`src/rtl/ads8363_capture_pkg.sv`:
```
// Shared constants, AFE sequencer timing and FSM encoding for the ADS8363 capture path.
package ads8363_capture_pkg;

  localparam int NUM_CH     = 64;
  localparam int DATA_W     = 16;
  localparam int IDX_W      = $clog2(NUM_CH);

  // Analog settling and conversion timing tied to the AFE0064 sequencer, in clk cycles
  localparam int SETTLE_CYC = 20;
  localparam int CONV_CYC   = 40;
  localparam int SCLK_HALF  = 2;

  localparam int TMR_W  = $clog2((CONV_CYC > SETTLE_CYC) ? CONV_CYC : SETTLE_CYC);
  localparam int DIV_W  = (SCLK_HALF > 1) ? $clog2(SCLK_HALF) : 1;
  localparam int HALF_W = $clog2(2 * DATA_W);

  typedef enum logic [2:0] {
    IDLE,
    SETTLE,
    CONVST,
    SHIFT,
    DONE
  } state_t;

endpackage

```
`src/rtl/ads8363_capture_spi_rx.sv`:
```
// SCLK divider and MSB-first shift register reading one ADS8363 result from SDOA.
module ads8363_spi_rx
  import ads8363_capture_pkg::*;
(
  input  logic              clk,
  input  logic              rst_n,
  input  logic              start,
  input  logic              abort,
  input  logic              sdoa,
  output logic              sclk,
  output logic              busy,
  output logic              done,
  output logic [DATA_W-1:0] data
);

  localparam logic [DIV_W-1:0]  DIV_LAST  = DIV_W'(SCLK_HALF - 1);
  localparam logic [HALF_W-1:0] HALF_LAST = HALF_W'(2 * DATA_W - 1);

  logic [DIV_W-1:0]  div;
  logic [HALF_W-1:0] half;

  // SCLK idles high, so the first toggle is a fall; data is taken on each low-to-high toggle
  always_ff @(posedge clk or negedge rst_n) begin
    if (!rst_n) begin
      sclk <= 1'b1;
      busy <= 1'b0;
      done <= 1'b0;
      div  <= '0;
      half <= '0;
      data <= '0;
    end else begin
      done <= 1'b0;
      if (abort) begin
        busy <= 1'b0;
        sclk <= 1'b1;
        div  <= '0;
        half <= '0;
      end else if (start) begin
        busy <= 1'b1;
        sclk <= 1'b1;
        div  <= '0;
        half <= '0;
      end else if (busy) begin
        if (div == DIV_LAST) begin
          div  <= '0;
          sclk <= ~sclk;
          half <= half + 1'b1;
          if (!sclk)
            data <= {data[DATA_W-2:0], sdoa};
          if (half == HALF_LAST) begin
            busy <= 1'b0;
            done <= 1'b1;
          end
        end else begin
          div <= div + 1'b1;
        end
      end
    end
  end

endmodule

```
`src/rtl/ads8363_capture.sv`:
```
// Captures one ADS8363 conversion per AFE_CLK rise and posts it with its channel index.
module ads8363_capture
  import ads8363_capture_pkg::*;
(
  input  logic              clk,
  input  logic              rst_n,
  input  logic              afe_clk,
  input  logic              afe_rd_act,
  output logic              adc_convst,
  output logic              adc_cs_n,
  output logic              adc_sclk,
  input  logic              adc_sdoa,
  output logic [DATA_W-1:0] pix_data,
  output logic [IDX_W-1:0]  pix_idx,
  output logic              pix_valid,
  input  logic              pix_ready,
  output logic              line_done,
  output logic              overrun
);

  localparam logic [TMR_W-1:0] SETTLE_LAST = TMR_W'(SETTLE_CYC - 1);
  localparam logic [TMR_W-1:0] CONV_LAST   = TMR_W'(CONV_CYC - 1);
  localparam logic [IDX_W-1:0] LAST_IDX    = IDX_W'(NUM_CH - 1);

  state_t              state;
  logic [TMR_W-1:0]    tmr;
  logic [IDX_W-1:0]    chan_cnt;
  logic                afe_clk_q;
  logic                rise;
  logic                result_ready;
  logic                spi_start;
  logic                spi_busy;
  logic                spi_done;
  logic [DATA_W-1:0]   spi_data;

  assign rise         = afe_clk & ~afe_clk_q;
  assign spi_start    = (state == CONVST) && (tmr == CONV_LAST) && afe_rd_act && !spi_busy;
  assign result_ready = (state == DONE) && afe_rd_act;
  assign line_done    = pix_valid && pix_ready && (pix_idx == LAST_IDX);

  ads8363_spi_rx u_spi_rx (
    .clk   (clk),
    .rst_n (rst_n),
    .start (spi_start),
    .abort (!afe_rd_act),
    .sdoa  (adc_sdoa),
    .sclk  (adc_sclk),
    .busy  (spi_busy),
    .done  (spi_done),
    .data  (spi_data)
  );

  // Dropping afe_rd_act abandons any conversion in flight and parks the ADC lines
  always_ff @(posedge clk or negedge rst_n) begin
    if (!rst_n) begin
      state      <= IDLE;
      tmr        <= '0;
      adc_convst <= 1'b0;
      adc_cs_n   <= 1'b1;
      afe_clk_q  <= 1'b0;
    end else begin
      afe_clk_q <= afe_clk;
      if (!afe_rd_act) begin
        state      <= IDLE;
        tmr        <= '0;
        adc_convst <= 1'b0;
        adc_cs_n   <= 1'b1;
      end else begin
        case (state)
          IDLE: begin
            if (rise) begin
              state <= SETTLE;
              tmr   <= '0;
            end
          end
          SETTLE: begin
            if (tmr == SETTLE_LAST) begin
              state      <= CONVST;
              tmr        <= '0;
              adc_convst <= 1'b1;
            end else begin
              tmr <= tmr + 1'b1;
            end
          end
          CONVST: begin
            if (tmr == CONV_LAST) begin
              state      <= SHIFT;
              adc_convst <= 1'b0;
              adc_cs_n   <= 1'b0;
            end else begin
              tmr <= tmr + 1'b1;
            end
          end
          SHIFT: begin
            if (spi_done) begin
              state    <= DONE;
              adc_cs_n <= 1'b1;
            end
          end
          DONE:    state <= IDLE;
          default: state <= IDLE;
        endcase
      end
    end
  end

  // The counter advances even for dropped results so indices stay tied to AFE channels
  always_ff @(posedge clk or negedge rst_n) begin
    if (!rst_n)
      chan_cnt <= '0;
    else if (!afe_rd_act)
      chan_cnt <= '0;
    else if (result_ready)
      chan_cnt <= (chan_cnt == LAST_IDX) ? '0 : chan_cnt + 1'b1;
  end

  always_ff @(posedge clk or negedge rst_n) begin
    if (!rst_n) begin
      pix_data  <= '0;
      pix_idx   <= '0;
      pix_valid <= 1'b0;
      overrun   <= 1'b0;
    end else begin
      if (result_ready && (!pix_valid || pix_ready)) begin
        pix_data  <= spi_data;
        pix_idx   <= chan_cnt;
        pix_valid <= 1'b1;
      end else if (pix_valid && pix_ready) begin
        pix_valid <= 1'b0;
      end
      if ((result_ready && pix_valid && !pix_ready) ||
          (rise && afe_rd_act && (state != IDLE)))
        overrun <= 1'b1;
    end
  end

endmodule

```
`config.mk`:
```
export PLATFORM = sky130hd
export DESIGN_NAME = ads8363_capture
export DESIGN_NICKNAME = d
export VERILOG_FILES = /design/src/rtl/ads8363_capture_pkg.sv /design/src/rtl/ads8363_capture_spi_rx.sv /design/src/rtl/ads8363_capture.sv
export SDC_FILE = /design/constraint.sdc
export NUM_CORES = 1
export LEC_CHECK = 0
export ABC_AREA = 1
export BUFFER_PORTS_ARGS = -buffer_cell sky130_fd_sc_hd__clkbuf_2
export CORE_UTILIZATION = 29
export CTS_BUF_LIST = sky130_fd_sc_hd__clkbuf_8 sky130_fd_sc_hd__clkbuf_16
export CTS_CLUSTER_DIAMETER = 120
export CTS_CLUSTER_SIZE = 24
export DETAILED_ROUTE_END_ITERATION = 12
export PLACE_DENSITY = 0.47
export SYNTH_ARGS = -nofsm -noshare
export SYNTH_HDL_FRONTEND = slang
export SYNTH_SLANG_ARGS = --single-unit
```
`constraint.sdc`:
```
create_clock -name clk -period 1.5 [get_ports clk]
set_input_delay 0.075 -clock clk [delete_from_list [all_inputs] [get_ports clk]]
set_output_delay 0.075 -clock clk [all_outputs]
set_load 0.01 [all_outputs]
```
# == Word level (Yosys, flattened, before mapping) ==
# Cells that the tools add are included.
# totals
ff_bits,67
in_bits,6
output_inout_bits,28
wordCells,114
# classes
addsub,4
eq_ne,20
n_mux,45
n_bitwise,4
reduce_logical,25
# op_table
operator,count
$mux W6,7
$mux W1,25
$mux W5,4
$eq A6 B6 Y1 const B,3
$pmux W6 S3,1
$mux W3,5
$add A6 B1 Y6 const B,2
$ne A3 B1 Y1 const B,4
$pmux W3 S4,1
$logic_and A1 B1 Y1,11
$ne A3 B3 Y1 const B,3
$reduce_and A3 Y1,3
$eq A3 B2 Y1 const B,2
$eq A6 B5 Y1 const B,1
$ne A3 B2 Y1 const B,2
$add A5 B1 Y5 const B,1
$eq A5 B5 Y1 const B,1
$reduce_and A5 Y1,1
$ne A4 B1 Y1 const B,1
$pmux W1 S2,2
$reduce_and A4 Y1,1
$eq A3 B1 Y1 const B,1
$eq A3 B3 Y1 const B,1
$logic_not A1 Y1,3
other kinds (9),12

# == Longest topological paths before layout ==
# logic_depth
ltp_word,6
mapped_depth,9
depth_no_buf,9

# == Modules after synthesis ==
# A second synthesis with hierarchy kept.
# hier_totals
hier_cells,366
hier_area_um2,3116.7
# by_module_without_submodules
module,instances,cells_each,area_each_um2,seq_area_each_um2
ads8363_capture,1,251,2045.7,1052.3
ads8363_spi_rx,1,115,1071.0,626.9

# == Worst setup path after synthesis ==
# Ideal clock, no wire load.
# synth_path
path_kind,register -> register
startpoint,register tmr[0]
endpoint,register adc_convst
setup_time_ns,0.121
arrival_ns,1.176
t_required_ns,1.379
path_slack_ns,0.204
path_stages_with_launch,9
path_buffers,0
synth_period_minus_slack_ns,1.296
cell_sequence,dfrtp_1 > ha_1 > nand2_1 > inv_1 > nand4_1 > nand2_1 > nand2_2 > o21ai_0 > nand2_1
# synth_via
elab_chain_len,3
elab_cells_between_ends,5
cone_classes,eq/ne (4); reduce/logical (1)
# synth_rtl
item,line,rtl
from (decl),ads8363_capture.sv:26,logic [TMR_W-1:0] tmr;
from (signal assigned),ads8363_capture.sv:82,tmr <= tmr + 1'b1;
from (signal assigned),ads8363_capture.sv:91,tmr <= tmr + 1'b1;
$eq A6 B5 Y1 or $eq A6 B6 Y1 (tied branches),"ads8363_capture.sv:77, ads8363_capture.sv:86",
$ne A3 B3 Y1 (no source line) or $ne A3 B2 Y1 (tied branches),n/a,
$reduce_and A3 Y1 (no source line) (*),n/a,
to (signal assigned),ads8363_capture.sv:66,adc_convst <= 1'b0;
to (signal assigned),ads8363_capture.sv:80,adc_convst <= 1'b1;
to (signal assigned),ads8363_capture.sv:88,adc_convst <= 1'b0;
to (decl),ads8363_capture.sv:9,"output logic adc_convst,"
# Every way passes the cells marked *; elsewhere a longest branch is shown, timed or not.
# A chain may end at the register's enable or synchronous reset.

# == Worst setup path in the final report ==
# layout_path
startpoint,register state[0]
endpoint,register pix_idx[2]
# layout_via
elab_chain_len,3
# layout_rtl
item,line,rtl
from (decl),ads8363_capture.sv:25,state_t state;
from (signal assigned),ads8363_capture.sv:56,state <= IDLE;
from (signal assigned),ads8363_capture.sv:64,state <= IDLE;
from (signal assigned),ads8363_capture.sv:72,state <= SETTLE;
$eq A3 B3 Y1,ads8363_capture.sv:38,assign result_ready = (state == DONE) && afe_rd_act;
$logic_and A1 B1 Y1,ads8363_capture.sv:38,
$logic_and A1 B1 Y1,ads8363_capture.sv:124,if (result_ready && (!pix_valid || pix_ready)) begin
to (signal assigned),ads8363_capture.sv:126,pix_idx <= chan_cnt;
to (decl),ads8363_capture.sv:14,"output logic [IDX_W-1:0] pix_idx,"
# Every way passes these cells.

==> out/qor.json <==
{
  "run_status": "complete, no violations",
  "fin_total_pwr_w": 0.004193,
  "drv_slew": 0,
  "numClockSinks": 67,
  "pin_count_of_the_biggest_net_entering_global_routing": 41,
  "tritoncts.num_buffers": 9,
  "detailedPlacementHpwl_um": 4387,
  "power_frac_clock_pct": 36.5,
  "detailedRoute.firstPassIterationCount": 4,
  "cp-end-kind": "flip-flop",
  "fp.dieH_um": 105.5,
  "routabilityCongestion": 0.7710,
  "crit_path_max_fanout": 32,
  "clock_insertion_delay_worst_skew_ns": 0.34,
  "holdCritPathClass": "in -> reg",
  "fmaxAchievable_mhz": 710.7,
  "clkTransAtPathRegs_ns": 0.08,
  "layout-drive-gt1-share_pct": 24.62,
  "library_cells_used_by_synthesis": 33,
  "timing_worst_slew_pin_value_ns": 0.5069,
  "timing.setup.critical_path_class": "reg -> reg",
  "power.net_switching_w": 0.001275,
  "max-vdd-ir-drop_mv": 0.4854,
  "boundaryPins": 34,
  "sw_frac_of_total_pct": 30.40,
  "grt_remaining_overflow": 0,
  "ff2ff_path_depth": 7,
  "grt_first_pass_wirelength_um": 10850,
  "cts-root-buf": "clkbuf_8",
  "floorplan.initialDensity_pct": 29.98,
  "worstSetupStartpointType": "flip-flop",
  "cts_tree": "done",
  "synthesis.instances": 341,
  "die_w_um": 105.5,
  "drtIter0Drc": 124,
  "fin_nets": 399,
  "rsz0062_at_grt": "false",
  "worst-endpoint-arrival_ns": 1.64,
  "final_cell_count_no_fill": 530,
  "diodes": 0,
  "pwr_density_cell_nw_per_um2": 1132,
  "holdPathStages": 3,
  "routed_wire_length_um": 6229,
  "finalHoldWorstSlack_ns": 0.1850,
  "first_global_vias": 2209,
  "clock_skew_ns": 0.008218,
  "io_buffer_count": 33,
  "placedCellCount": 510,
  "number_of_antenna_violations_at_the_first_check_in_global_routing": 0,
  "postSynthRegisterBits": 67,
  "floorplan.rows": 37,
  "synth_nets": 351,
  "sequentialPowerShare_pct": 47.5,
  "synth-warning-count": 0,
  "area_of_the_core_um2": 10370,
  "viasPerCell": 4.379,
  "power.leakage_nw": 1.891,
  "grt_use_total_pct": 12.40,
  "finalCritPeriodShare_pct": 93.80,
  "die_area_um2": 11140,
  "postRouteAntennaNets": 0,
  "setup_viol_count_final": 0,
  "post-route-drc-count": 0,
  "syn_to_final_growth_pct": 19.15,
  "place_area_um2": 3446,
  "postLayoutCellArea_um2": 3705,
  "p_int_w": 0.002918,
  "final.setup.tns_ns": 0,
  "max-cap-violations": 0,
  "slew-limit-headroom_pct": 66.21,
  "via_count": 2321,
  "clockBufferDepth": 2,
  "h-tree-depth": 3,
  "timing.final.hold_violations": 0,
  "comb_power_share_pct": 16.0,
  "mappedNetlistArea_um2": 3109,
  "synth_seq_area_share_pct": 54.00,
  "critical_path_required_ns": 1.73,
  "fin_crit_ns": 1.407,
  "avg_synthesized_cell_area_um2": 9.118,
  "detail_route.wl_per_cell_um": 11.75
}
repair_timing:
action / in CTS / in global routing
hold buffers: 3 / 0
gates resized for setup: 0 / 10
endpoints found under the setup margin: 0 / 16
hold endpoints to repair: 67 / 0
buffers inserted: 0 / 1
power groups by stage:
stage / Clock (W) / Combinational (W) / Sequential (W)
floorplan: 0 / 0.000373 / 0.00205
finish: 0.00153 / 0.000670 / 0.00199
global route: 0.00167 / 0.000764 / 0.00200
detailed placement: 0 / 0.000628 / 0.00203
global placement: 0 / 0.000626 / 0.00203
CTS: 0.00160 / 0.000636 / 0.00200
layer usage:
metal  vias to the layer above  routed length [um]  track usage (%)
met1                      1083                3144            16.94
met3                         7                 259            3.958
met4                         0                  85            3.571
met5                         -                   0                0
li1                       1191                   -                -
met2                        40                2739            18.80
final cells by class:
cell class                 instances  area (um^2)
tap                              136        170.2
timing repair buffer              45        275.3
sequential                        67         1679
multi-input combinational        231         1241
clock buffer                       9        123.9
clock inverter                     7        76.32
inverter                          35        138.9
fill                            1075         6665
per-stage QoR:
| stage | setup WS [ns] | utilization [%] |
|---|---|---|
| after floorplan | 0.2037 | - |
| after global placement | 0.05107 | 33.23 |
| after detailed placement | 0.03894 | 33.23 |
| after CTS | 0.01893 | 35.45 |
| after global routing | 0.001814 | 35.73 |
| final | 0.09296 | 35.73 |
synthesized netlist by cell type:
master	number	share of area (%)
nor3_1	5	0.80
nand2_2	1	0.20
o21ai_2	10	2.8
a31oi_1	1	0.20
buf_4	1	0.24
o21ai_0	23	3.7
nor2_2	2	0.40
dfrtp_1	65	52
a21oi_1	5	0.80
xnor2_1	2	0.56
nand4_1	5	1.0
nand2_4	2	0.72
inv_2	2	0.24
xor2_1	4	1.1
mux2_4	4	1.9
buf_6	5	1.8
dfstp_2	2	1.7
clkbuf_1	2	0.24
inv_1	32	3.9
nor2_4	1	0.36
ha_1	4	1.6
nor2_8	1	0.64
nor4_1	1	0.20
inv_8	1	0.36
o21ai_1	1	0.16
nand2_1	106	13
mux2_2	4	1.4
nand3b_1	1	0.24
a22o_1	1	0.28
nand3_1	19	3.1
nor2_1	23	2.8
nand3_2	3	0.97
o22ai_1	2	0.40
path summary, 6_finish.rpt:
kind                                                end  slack (ns)                  from
setup / recovery                 pix_idx[2]$_DFFE_PN0P_        0.09  state[0]$_DFFE_PN0P_
hold / removal             u_spi_rx.half[3]$_DFFE_PN0P_        0.19            afe_rd_act
setup reg to reg                 pix_idx[2]$_DFFE_PN0P_        0.09  state[0]$_DFFE_PN0P_
hold reg to reg                    adc_cs_n$_DFFE_PN1P_        0.47  adc_cs_n$_DFFE_PN1P_
max in group asynchronous     u_spi_rx.sclk$_DFFE_PN1P_        0.78                 rst_n
min in group asynchronous        pix_idx[5]$_DFFE_PN0P_        0.28                 rst_n
flip-flops by register name (all words and copies together) (netlist names):
name and count:
u_spi_rx.done 1, pix_idx 6, u_spi_rx.half 5, pix_valid 1, u_spi_rx.busy 1, u_spi_rx.data 16, afe_clk_q 1, pix_data 16
state 3, u_spi_rx.sclk 1, u_spi_rx.div 1, adc_cs_n 1, tmr 6, chan_cnt 6, overrun 1, adc_convst 1
placed cells by master (no fill, tap or decap), drive strengths merged:
cell type    instances
a22o                 1
bufinv               1
clkinv               2
nor3                 5
o22ai                2
clkinvlp             2
buf                 10
nand3b               1
nand2              109
xor2                 4
nand3               22
dfstp                2
xnor2                2
clkbuf              41
mux2                 8
ha                   4
nand4                5
o21ai               34
nor4                 1
dfrtp               65
inv                 37
nor2                27
dlygate4sd3          3
a21oi                5
a31oi                1
worst max-delay path, stage by stage (launching register included):
cell and delay, ns:
dfrtp_1 0.46, nor2_2 0.19, nand3_2 0.16, nor2_4 0.13
inv_2 0.05, buf_12 0.16, nand2_1 0.09, o21ai_2 0.05
cell families after synthesis:
kind of cell | after synthesis | synth area share, %
flops | 67 | 54.00
simple gates | 170 | 24.19
xor+xnor | 6 | 1.690
mux | 8 | 3.380
fa+ha+maj | 4 | 1.610
compound gates | 43 | 8.370
buf+inv | 43 | 6.761
Note: power is estimated with default switching activity, not from simulation.
